### config.mk
export PLATFORM = sky130hd
export DESIGN_NAME = result_drain
export DESIGN_NICKNAME = d
export VERILOG_FILES = /design/src/rtl/result_drain.sv
export SDC_FILE = /design/constraint.sdc
export NUM_CORES = 1
export LEC_CHECK = 0
export ABC_CLOCK_PERIOD_IN_PS = 1700
export CAP_MARGIN = 40
export CORE_UTILIZATION = 25
export DETAILED_ROUTE_END_ITERATION = 10
export PLACE_DENSITY = 0.57
export SETUP_SLACK_MARGIN = 0.5
export SLEW_MARGIN = 10
export SYNTH_ARGS = -nofsm -noshare
export SYNTH_HDL_FRONTEND = slang
export SYNTH_SLANG_ARGS = --single-unit
### constraint.sdc
create_clock -name clk -period 1.7 [get_ports clk]
set_clock_uncertainty 0.1 [all_clocks]
set_input_delay 0.34 -clock clk [delete_from_list [all_inputs] [get_ports clk]]
set_output_delay 0.34 -clock clk [all_outputs]
set_load 0.02 [all_outputs]
### src/rtl/result_drain.sv
// Captures one row of signed PE totals into a shadow buffer and streams it out one column per beat.
// A capture that arrives while a row is still draining is dropped and recorded in the sticky overrun flag.
module result_drain #(
    parameter int NUM_PE      = 8,
    parameter int ACCUM_WIDTH = 32,
    parameter int ROWS        = 8,
    localparam int CW = (NUM_PE > 1) ? $clog2(NUM_PE) : 1,
    localparam int RW = (ROWS > 1) ? $clog2(ROWS) : 1
) (
    input  logic                                        clk,
    input  logic                                        rst,
    input  logic                                        cap_valid,
    output logic                                        cap_ready,
    input  logic signed [NUM_PE-1:0][ACCUM_WIDTH-1:0]   totals,
    input  logic        [NUM_PE-1:0]                    pe_err,
    output logic                                        out_valid,
    input  logic                                        out_ready,
    output logic signed [ACCUM_WIDTH-1:0]               out_data,
    output logic                                        out_err,
    output logic        [RW-1:0]                        out_row,
    output logic        [CW-1:0]                        out_col,
    output logic                                        out_last_col,
    output logic                                        out_last_row,
    output logic                                        overrun,
    input  logic                                        clr_overrun,
    output logic                                        state_dbg
);

    // Handshakes: a capture happens when cap_valid & cap_ready at a rising edge;
    // an output beat transfers when out_valid & out_ready at a rising edge.
    typedef enum logic {IDLE = 1'b0, DRAIN = 1'b1} state_t;

    localparam logic [CW-1:0] LAST_COL = CW'(NUM_PE - 1);
    localparam logic [RW-1:0] LAST_ROW = RW'(ROWS - 1);

    state_t                             state;
    state_t                             state_next;
    logic                               capture;
    logic                               xfer;
    logic [CW-1:0]                      col;
    logic [RW-1:0]                      row;
    logic [NUM_PE-1:0][ACCUM_WIDTH-1:0] shadow;
    logic [NUM_PE-1:0]                  shadow_err;

    always_ff @(posedge clk) begin
        if (rst) begin
            state      <= IDLE;
            col        <= '0;
            row        <= '0;
            overrun    <= 1'b0;
            shadow     <= '0;
            shadow_err <= '0;
        end else begin
            state <= state_next;
            if (capture) begin
                shadow     <= totals;
                shadow_err <= pe_err;
                col        <= '0;
            end else if (xfer) begin
                if (col == LAST_COL) begin
                    col <= '0;
                    row <= (row == LAST_ROW) ? '0 : row + 1'b1;
                end else begin
                    col <= col + 1'b1;
                end
            end
            // A lost capture outranks a simultaneous clear.
            if (state == DRAIN && cap_valid) begin
                overrun <= 1'b1;
            end else if (clr_overrun) begin
                overrun <= 1'b0;
            end
        end
    end

    always_comb begin
        state_next = state;
        capture    = 1'b0;
        xfer       = 1'b0;
        case (state)
            IDLE: begin
                if (cap_valid) begin
                    capture    = 1'b1;
                    state_next = DRAIN;
                end
            end
            DRAIN: begin
                if (out_ready) begin
                    xfer = 1'b1;
                    if (col == LAST_COL) begin
                        state_next = IDLE;
                    end
                end
            end
            default: state_next = IDLE;
        endcase
    end

    assign cap_ready    = (state == IDLE);
    assign out_valid    = (state == DRAIN);
    assign out_data     = out_valid ? shadow[col] : '0;
    assign out_err      = out_valid & shadow_err[col];
    assign out_row      = row;
    assign out_col      = col;
    assign out_last_col = out_valid & (col == LAST_COL);
    assign out_last_row = out_valid & (row == LAST_ROW);
    assign state_dbg    = (state == DRAIN);

endmodule

==> results.md <==
* Final std cells w/o fill at between 2,000 and 2,500
* Layout cell share with drive strength beyond 1 at 52.1%
* Compound-Gate Fraction of Synth Area at 15.4%
* Cell Rows at 79
* Failing checks: setup timing
* RSZ-0062 raised after global routing: true
* Outcome: finished with violations
* Detailed-route via count at 12,100
* Inserted Clock Buffers at 31
* Max-cap violations at 0
* Post-Route WL at 51.8 mm
* Synthesis-to-finish area growth at 90.5%
* Crit-path cells: buf_12 -> buf_12 -> buf_12 -> mux2_4 -> o221ai_2 -> buf_6 -> a21oi_2 -> buf_12
* Peak VDD IR at 0.539 mV
* Avg Vias per Cell at 4.83
* Die Y at 219 um
* Detailed Routing Iterations Pass 1 at 7
* Critical Path Sink Type: primary output
* Simple-gate area share of the yosys netlist at around 18%
* Startpoint type of the worst setup path: flop
* Sequential-to-total area share from yosys stat at 46.1%
* Clock sinks at 272
* Final #Nets at 2,132
* Cts hold-fix bufs at 0
* Die Wd at 219 um
* CP dominant cell by count: buf_12
* Remaining antenna violation count after routing at 0
* CTS max path bufs at 3
* Starting Density at roughly 25%
* Slowest cell on crit path: dfxtp_4
* Yosys warning count at 0
* GPL Wtd Cong at 0.870
* Synth Area in Adders at 0.424%
* Port bufs at 313
* CTS tree: yes
* Syn_nets at 1,689
* Iter 0 DRT Violations at 734
* Root buf cell: clkbuf_16
* Cells after Synth at about 1,400
* Htree depth at 1
* First-pass GRT wire length at 70.7 mm
* Max stage delay on crit path at 0.37 ns
* Total track usage at 19.5%
* Final Hold Vio Count at 0
* Unique masters post-synth at 25
* Family with the most delay on the worst path: buffers and inverters
* CP Data Required Time at approximately 1.3 ns
* Power Density at 803 nW/um2
* Final worst slack at -0.932 ns
* Post-synthesis mux area share at about 13%
* Final Max Slew Viols at 0
* Worst EP arrival at 2.19 ns
* Placed insts at 2,307
* CP Class: reg2out
* Wire per inst at 20.7 um
* Skew-Pair Late Insertion Delay at 0.56 ns
* Rel. slew slack at approximately 68%
* Highest clock rate at between 300 and 400 MHz
* Largest net degree at the start of global routing at 67
* Initial antenna violation count at 8
* Count of buffer and inverter cells on the critical path at 5
* Clock transition at path regs at 0.06 ns
* Grt total ovfl at 0
* Yosys reg bits at ~270
* Area post-placement at 16,200 um2
* Final period util at 155%
* Setup violators final at 307
* Die footprint at 48,100 um2
* Fin area at 22,500 um2
* Core area at 46,600 um2
* Leak pwr at 8.75 nW
* Hpwl dp at 31.8 mm
* Vias in the first global route at 11,800
* DRC viols at 0
* Mapped Area at 11,800 um2
* Crit Path Max Fanout at 8
* Mapped Avg Cell Area at roughly 8.3 um2
* Main combinational cell family by area after synthesis: simple AND/OR/NAND/NOR gates
* Ports at 314
* Measured slew at the worst slew-check pin at 0.481 ns
* Crit path time final at 2.63 ns
* Synth Area in XOR/XNOR at 0%
* Hold crit path type: in2reg
==> flip-flops by register name (all words and copies together), names as in the netlist <==
register and flops:
out_row 3, shadow_err 8, out_col 3, out_valid 1, overrun 1, shadow 256
==> where the power goes <==
| group | switching (mW) | internal [mW] |
|---|---|---|
| clock network | 2.78 | 4.34 |
| registers | 0.233 | 6.73 |
| logic | 1.84 | 2.13 |
==> metrics by stage <==
step / util [%] / hold slack, ns / setup TNS, ns / worst slack, ns / power, mW
CTS: 42.7 / 0.0352 / -58.43 / -0.979 / 17.4
floorplan: - / 0.333 / -2.07 / -0.0641 / 8.18
finish: 48.3 / 0.0871 / -71.63 / -0.932 / 18.0
global route: 48.3 / 0.0766 / -87.54 / -1.01 / 18.7
detailed placement: 34.7 / 0.345 / -45.81 / -0.719 / 9.41
global placement: 34.7 / 0.341 / -40.22 / -0.744 / 9.38
==> layout by cell type (no fill, tap or decap), types with 3 or more instances in the layout <==
cell / n
nand2_1: 304
clkdlybuf4s50_1: 267
dfxtp_1: 264
a21oi_2: 252
nand2_4: 171
buf_6: 75
buf_4: 74
buf_12: 59
nand2_2: 53
mux2_2: 43
a21oi_1: 42
clkbuf_16: 42
mux4_2: 33
buf_16: 31
inv_2: 27
o221ai_2: 25
mux2_4: 23
buf_8: 14
diode_2: 9
inv_1: 7
o221ai_4: 7
a21oi_4: 6
clkinv_2: 6
dfxtp_4: 6
nor2_1: 5
clkbuf_8: 5
ha_4: 4
bufinv_16: 4
clkbuf_1: 4
nand2_8: 3
a32oi_1: 3
==> logic make-up after synthesis <==
group	Yosys count
flip-flops	272
buffers and inverters	155
AND/OR/NAND/NOR	548
multiplexers	101
adder cells (fa/ha/maj)	4
AO/OA/AOI/OAI	336
==> final timing paths <==
check | from | cells past startpoint | slack [ns] | end
worst max register to register | out_col[0]$_SDFFE_PP0P_ | 12 | -0.48 | out_row[0]$_SDFFE_PP0P_
worst min-delay path | rst | 2 | 0.09 | shadow[136]$_SDFFE_PP0P_
worst max-delay path | out_col[0]$_SDFFE_PP0P_ | 8 | -0.93 | out_data[22]
worst min register to register | shadow[246]$_SDFFE_PP0P_ | 2 | 0.36 | shadow[246]$_SDFFE_PP0P_
==> synthesized netlist by cell type (all sizes together) <==
| master | instances | area [um2] |
|---|---|---|
| o221ai | 33 | 289 |
| buf | 86 | 628 |
| nor2 | 6 | 22.5 |
| nand2b | 3 | 18.8 |
| nor3b | 1 | 7.51 |
| a32oi | 3 | 26.3 |
| clkbuf | 35 | 133 |
| and2b | 1 | 7.51 |
| nand2 | 531 | 1990 |
| or3 | 1 | 6.26 |
| mux4 | 33 | 743 |
| ha | 4 | 50.1 |
| mux2i | 2 | 20.0 |
| or2 | 1 | 6.26 |
| mux2 | 66 | 743 |
| nand3 | 1 | 10.0 |
| inv | 34 | 128 |
| and2 | 2 | 12.5 |
| or3b | 1 | 8.76 |
| dfxtp | 272 | 5450 |
| a21oi | 300 | 1500 |
==> final cells by class <==
| class | count | area [um2] |
|---|---|---|
| clock buffers | 42 | 910 |
| clock inverters | 14 | 183 |
| flip-flops and latches | 272 | 5470 |
| fillers | 4062 | 24100 |
| diodes | 9 | 22.5 |
| repair buffers | 531 | 6610 |
| inverters | 34 | 128 |
| multi-input cells | 989 | 8400 |
| well taps | 607 | 759 |
==> routing by layer <==
metal  vias to the layer above  part of all wire (%)  global-route usage [%]
met5                         -                 0.025                       0
met2                       413                    46                    29.2
met1                      5917                    46                    27.7
li1                       5651                     -                       -
met4                         2                   2.6                    6.92
met3                        83                   5.8                    3.60
==> timing repair <==
item,4_1_cts,5_1_grt
cloned,32,9
setup endpoints to repair,316,316
gates resized for setup,540,544
pin swaps,70,185
buffers inserted,51,34
(Power assumes the default switching activity.)
